`config.mk`:
```
export PLATFORM = sky130hd
export DESIGN_NAME = pulse_meter
export DESIGN_NICKNAME = d
export VERILOG_FILES = /design/src/rtl/pulse_pkg.sv /design/src/rtl/pulse_sync.sv /design/src/rtl/pulse_meter.sv
export SDC_FILE = /design/constraint.sdc
export NUM_CORES = 1
export LEC_CHECK = 0
export ABC_AREA = 1
export BUFFER_PORTS_ARGS = -buffer_cell sky130_fd_sc_hd__buf_2
export CORE_MARGIN = 2
export CORE_UTILIZATION = 52
export DETAILED_ROUTE_END_ITERATION = 10
export GPL_TIMING_DRIVEN = 1
export PLACE_DENSITY_LB_ADDON = 0.12
export SLEW_MARGIN = 20
export SYNTH_ARGS = -nofsm -noshare
export SYNTH_HDL_FRONTEND = slang
export SYNTH_SLANG_ARGS = --single-unit
```
`constraint.sdc`:
```
create_clock -name clk_PM -period 2.36 [get_ports clk_PM]
set_input_delay 0.118 -clock clk_PM [delete_from_list [all_inputs] [get_ports clk_PM]]
set_output_delay 0.118 -clock clk_PM [all_outputs]
set_load 0.05 [all_outputs]
```
`src/rtl/pulse_pkg.sv`:
```
// Shared defaults and FSM state encoding for the pulse meter.
package pulse_pkg;

  localparam int unsigned CNT_W_DEF = 35;
  localparam int unsigned MIN_W_DEF = 2;

  typedef enum logic [1:0] {
    S_IDLE      = 2'd0,
    S_WAIT_RISE = 2'd1,
    S_HIGH      = 2'd2
  } state_t;

endpackage

```
`src/rtl/pulse_sync.sv`:
```
// Two-flop synchronizer plus registered edge detector for the measured input.
// Edges are suppressed after reset until the input has been seen low.
module pulse_sync (
  input  logic clk,
  input  logic rst_n,
  input  logic async_in,
  output logic level,
  output logic rise,
  output logic fall
);

  logic       s1_q, s1_d;
  logic       s2_q, s2_d;
  logic       s3_q, s3_d;
  logic [1:0] fill_q, fill_d;
  logic       seen_low_q, seen_low_d;
  logic       rise_q, rise_d;
  logic       fall_q, fall_d;

  // fill_q[1] marks that s2_q carries a real sample rather than its reset value
  always_comb begin
    s1_d       = async_in;
    s2_d       = s1_q;
    s3_d       = s2_q;
    fill_d     = {fill_q[0], 1'b1};
    seen_low_d = seen_low_q | (fill_q[1] & ~s2_q);
    rise_d     = seen_low_q & s2_q & ~s3_q;
    fall_d     = seen_low_q & ~s2_q & s3_q;
  end

  always_ff @(posedge clk or negedge rst_n) begin
    if (!rst_n) begin
      s1_q       <= 1'b0;
      s2_q       <= 1'b0;
      s3_q       <= 1'b0;
      fill_q     <= 2'b00;
      seen_low_q <= 1'b0;
      rise_q     <= 1'b0;
      fall_q     <= 1'b0;
    end else begin
      s1_q       <= s1_d;
      s2_q       <= s2_d;
      s3_q       <= s3_d;
      fill_q     <= fill_d;
      seen_low_q <= seen_low_d;
      rise_q     <= rise_d;
      fall_q     <= fall_d;
    end
  end

  assign level = s3_q;
  assign rise  = rise_q;
  assign fall  = fall_q;

endmodule

```
`src/rtl/pulse_meter.sv`:
```
// Measures high width and rise-to-rise period of an asynchronous pulse train,
// rejecting pulses shorter than MIN_W and flagging counter saturation.
module pulse_meter #(
  parameter int unsigned CNT_W = pulse_pkg::CNT_W_DEF,
  parameter int unsigned MIN_W = pulse_pkg::MIN_W_DEF
) (
  input  logic             clk_PM,
  input  logic             rst_PM_n,
  input  logic             PM_in,
  input  logic             PM_arm,
  output logic [CNT_W-1:0] PM_width,
  output logic [CNT_W-1:0] PM_period,
  output logic             PM_valid,
  output logic             PM_glitch,
  output logic             PM_ovf,
  output logic             PM_busy
);
  import pulse_pkg::*;

  localparam logic [CNT_W-1:0] CNT_MAX = '1;

  logic in_level, in_rise, in_fall;

  pulse_sync u_sync (
    .clk      (clk_PM),
    .rst_n    (rst_PM_n),
    .async_in (PM_in),
    .level    (in_level),
    .rise     (in_rise),
    .fall     (in_fall)
  );

  state_t           state_q, state_d;
  logic [CNT_W-1:0] width_cnt_q, width_cnt_d;
  logic [CNT_W-1:0] period_cnt_q, period_cnt_d;
  logic [CNT_W-1:0] cand_q, cand_d;
  logic [CNT_W-1:0] width_q, width_d;
  logic [CNT_W-1:0] period_q, period_d;
  logic             first_q, first_d;
  logic             ovf_q, ovf_d;
  logic             valid_q, valid_d;
  logic             glitch_q, glitch_d;
  logic             busy_q, busy_d;

  // period_cnt counts cycles since the last accepted rise; cand holds it at each new rise
  always_comb begin
    state_d      = state_q;
    width_cnt_d  = width_cnt_q;
    period_cnt_d = period_cnt_q;
    cand_d       = cand_q;
    width_d      = width_q;
    period_d     = period_q;
    first_d      = first_q;
    ovf_d        = ovf_q;
    valid_d      = 1'b0;
    glitch_d     = 1'b0;

    if (!PM_arm) begin
      state_d      = S_IDLE;
      width_cnt_d  = '0;
      period_cnt_d = '0;
      cand_d       = '0;
      first_d      = 1'b1;
      ovf_d        = 1'b0;
    end else begin
      if (state_q != S_IDLE) begin
        if (period_cnt_q == CNT_MAX) ovf_d = 1'b1;
        else                         period_cnt_d = period_cnt_q + CNT_W'(1);
      end
      case (state_q)
        S_IDLE: state_d = S_WAIT_RISE;
        S_WAIT_RISE: begin
          if (in_rise) begin
            state_d     = S_HIGH;
            width_cnt_d = CNT_W'(1);
            cand_d      = period_cnt_q;
          end
        end
        S_HIGH: begin
          if (in_fall) begin
            state_d = S_WAIT_RISE;
            if (width_cnt_q >= CNT_W'(MIN_W)) begin
              valid_d      = 1'b1;
              width_d      = width_cnt_q;
              period_d     = first_q ? '0 : cand_q;
              first_d      = 1'b0;
              // restart the period reference at the accepted rise
              period_cnt_d = (width_cnt_q == CNT_MAX) ? CNT_MAX : width_cnt_q + CNT_W'(1);
            end else begin
              glitch_d = 1'b1;
            end
          end else if (in_level) begin
            if (width_cnt_q == CNT_MAX) ovf_d = 1'b1;
            else                        width_cnt_d = width_cnt_q + CNT_W'(1);
          end
        end
        default: state_d = S_IDLE;
      endcase
    end

    busy_d = (state_d == S_HIGH);
  end

  always_ff @(posedge clk_PM or negedge rst_PM_n) begin
    if (!rst_PM_n) begin
      state_q      <= S_IDLE;
      width_cnt_q  <= '0;
      period_cnt_q <= '0;
      cand_q       <= '0;
      width_q      <= '0;
      period_q     <= '0;
      first_q      <= 1'b1;
      ovf_q        <= 1'b0;
      valid_q      <= 1'b0;
      glitch_q     <= 1'b0;
      busy_q       <= 1'b0;
    end else begin
      state_q      <= state_d;
      width_cnt_q  <= width_cnt_d;
      period_cnt_q <= period_cnt_d;
      cand_q       <= cand_d;
      width_q      <= width_d;
      period_q     <= period_d;
      first_q      <= first_d;
      ovf_q        <= ovf_d;
      valid_q      <= valid_d;
      glitch_q     <= glitch_d;
      busy_q       <= busy_d;
    end
  end

  assign PM_width  = width_q;
  assign PM_period = period_q;
  assign PM_valid  = valid_q;
  assign PM_glitch = glitch_q;
  assign PM_ovf    = ovf_q;
  assign PM_busy   = busy_q;

endmodule
```
==> results_dict.tcl <==
set metrics [dict create \
    drv_cap 0 \
    yosysUniqueCellTypes 43 \
    clk_pin_slew_worst_paths_ns 0.08 \
    finalSetupViolations 0 \
    syn-num-nets 1413 \
    synth.top_cell.area_share_pct 45.14 \
    powerDensity_mw_per_mm2 562.6 \
    worstSkewPairLatency_ns 0.44 \
    rr_endpoint "period_cnt_q[23]" \
    grt-ovfl-total 0 \
    fin_cells 1780 \
    die_x_um 145.9 \
    max_freq_mhz 453.5 \
    ioPinCount 78 \
    grt_setup_unrepaired "no" \
    dieArea_mm2 0.02130 \
    reg2reg_setup_slack_ns 0.15 \
    cts_buffers 17 \
    yosys.area.top_type "dfrtp_1" \
    drc 0 \
    grt_pass1_wl_um 48330 \
    hold_path_depth 3 \
    dr.pass1.iters 7 \
    finClkSkew_ns 0.01264 \
    postLayoutCoreUtil_pct 61.48 \
    post_drt_wl_per_cell_um 16.60 \
    r2r_start "width_cnt_q[0]" \
    tns_ns 0 \
    dp_cells 1743 \
    min-delay-start "PM_arm" \
    syn_inst 1406 \
    hold_viol_final 0 \
    synth.avg_cell_area_um2 7.452 \
    synth_area_mm2 0.01048 \
    post_drt_via_cell_ratio 5.367 \
    area_growth_pct 14.95 \
    h-tree-depth 4 \
    port_buffers 77 \
    initial_core_util_pct 53.48 \
    drv_slew 0 \
    synthTopCellsByArea "dfrtp_1 45%, nand2_1 14%, nand3_1 6.5%, nor2_1 5.7%, inv_1 5.5%" \
    hold_path.class "primary input to register" \
    dpl_worst_slack_ns 0.1333 \
    ant_nets 0 \
    synth_commonest_cells "390 x nand2_1, 189 x dfrtp_1, 158 x nor2_1" \
    antenna_found_initial 1 \
    ys_dominant_reg_cell "dfrtp_1" \
    yosys_register_bits 190 \
    status "complete, no violations" \
    ir_worst_vdd_mv 0.4728 \
    crit_required_ns 2.68 \
    max_stage_delay_ns 0.42 \
    routed_wl_um 29550 \
    path_common_cell "inv_1" \
    die_h_um 145.9 \
    fin_crit_ns 2.205 \
    finalCritPeriodShare_pct 93.44 \
    r2r_cells 10 \
    globalplace.congestion 0.9755 \
    relSlewSlack_pct 55.40 \
    antenna_cells 0 \
    yosysMostFrequentCell "nand2_1" \
    worstPathCellList "inv_1 -> ha_1 -> inv_1 -> nand4_1 -> nor2_1 -> nand2_1 -> nand3_1 -> inv_1 -> a21oi_1 -> nor2_1" \
    worst_setup_path_end_kind "register" \
    cpMaxStageDelayCell "dfrtp_1" \
    dp_hpwl_um 21570 \
    drtIter0Drc 945 \
    total_leakage_power_nw 5.831 \
    synth_warnings 0 \
    cp_max_fo 6 \
    setup_ws_ns 0.1549 \
    fillers 1860 \
    cts_sinks 190 \
    cp_num_buf_inv 3 \
    grtUsageTotal_pct 28.51 \
    worstHoldEndpoint "PM_ovf" \
    startpoint_type "register" \
    tightestPinTransition_ns 0.6690 \
    root_buffer "clkbuf_16" \
    synth-edff-count 0 \
    cp_top_family "simple AND/OR/NAND/NOR gates" \
    core_area_mm2 0.01959 \
    std_cell_rows 51 \
    nNetsFinal 1509 \
    totalPowerFinal_mw 6.776 \
    clock_path_buffers 2 \
    crit_arrival_ns 2.53 \
    drive_gt1_share_pct 15.64 \
    grt_pass1_vias 9173 \
    cts_tree "yes" \
    path_class "register to register" \
    grt_max_degree 78 \
    num_vias 9554 \
    synth-seq-area-share_pct 45.39 \
    async_reset_ff_share_pct 100.0 \
]
-- logic make-up after synthesis --
group | after synthesis | synth area share, %
adders and majority gates | 3 | 0.3583
AOI/OAI and AO/OA | 205 | 11.58
and+or+nand+nor | 765 | 32.24
buffers and inverters | 220 | 8.550
DFF | 190 | 45.39
other | 1 | 0.03579
xor gates and xnor gates | 22 | 1.839
-- metrics by stage --
step | hold slack [ns] | instance area, um2
after floorplan | -0.1776 | 10480
after global placement | 0.1948 | 11380
after detailed placement | 0.1869 | 11380
after CTS | 0.06720 | 11990
after global routing | 0.09289 | 12040
final | 0.07170 | 12040
-- worst max path at each step --
stage	startpoint	end	depth (start not counted)
after floorplan	width_cnt_q[1]	width_cnt_q[20]	13
after global placement	width_cnt_q[0]	PM_period[23]	12
after detailed placement	width_cnt_q[0]	PM_period[12]	12
after CTS	width_cnt_q[0]	PM_period[34]	13
after global routing	width_cnt_q[0]	period_cnt_q[11]	11
final	width_cnt_q[0]	period_cnt_q[23]	10
-- cell usage in the layout (no fill, tap or decap), types with 2 or more instances in the layout --
master	n
a21oi_1	37
and2_1	3
buf_12	4
buf_2	76
buf_4	49
clkbuf_16	18
clkinv_2	3
clkinv_8	2
dfrtp_1	189
dlygate4sd3_1	2
ha_1	3
inv_1	153
inv_2	7
inv_6	7
inv_8	3
nand2_1	390
nand2_2	11
nand2_4	3
nand3_1	136
nand3_2	7
nand3b_1	3
nand4_1	23
nand4_4	2
nor2_1	157
nor2_2	4
nor2_4	3
nor2_8	2
nor3_1	11
o21ai_0	105
o21ai_1	2
o21ai_2	21
o21bai_1	3
o31ai_1	35
or2_2	6
xor2_1	21
-- layout make-up --
type / instances / area (um2) / area share [%]
repair buffers: 134 / 914.6 / 7.594
clock buffers: 17 / 425.4 / 3.532
clock inverters: 15 / 167.7 / 1.392
inverters: 163 / 615.6 / 5.111
flip-flops and latches: 190 / 4756 / 39.49
multi-input cells: 996 / 4833 / 40.13
well taps: 265 / 331.6 / 2.753
-- sequential cells by signal, summed over array words and instances (netlist names), 2 cells and up --
name           count
period_cnt_q      35
width_cnt_q       35
state_q            2
PM_period         35
PM_width          35
cand_q            35
u_sync.fill_q      2
-- power by group --
group | total [mW] | switching [mW] | internal, mW
clock network | 2.96 | 1.44 | 1.52
logic | 0.464 | 0.329 | 0.135
registers | 3.35 | 0.0558 | 3.29
-- layer usage --
metal	vias up	wire [um]	GRT usage (%)
li1	4716	-	-
met4	2	817	9.951
met5	-	13	0
met2	310	14010	47.05
met3	61	1407	4.232
met1	4465	13300	38.54
-- worst reg2reg max path, cell delays in order (launching register included) --
cell	delay [ns]
dfrtp_1	0.42
inv_1	0.14
ha_1	0.22
inv_1	0.05
nand4_1	0.18
nor2_1	0.15
nand2_1	0.12
nand3_1	0.26
inv_1	0.19
a21oi_1	0.27
nor2_1	0.09
-- what timing repair did --
item | 4_1_cts | 5_1_grt
resized for setup | 0 | 2
hold endpoints to repair | 74 | 0
buffers inserted | 0 | 2
setup endpoints to repair | 0 | 16
hold buffers | 2 | 0
(Power assumes the default switching activity.)
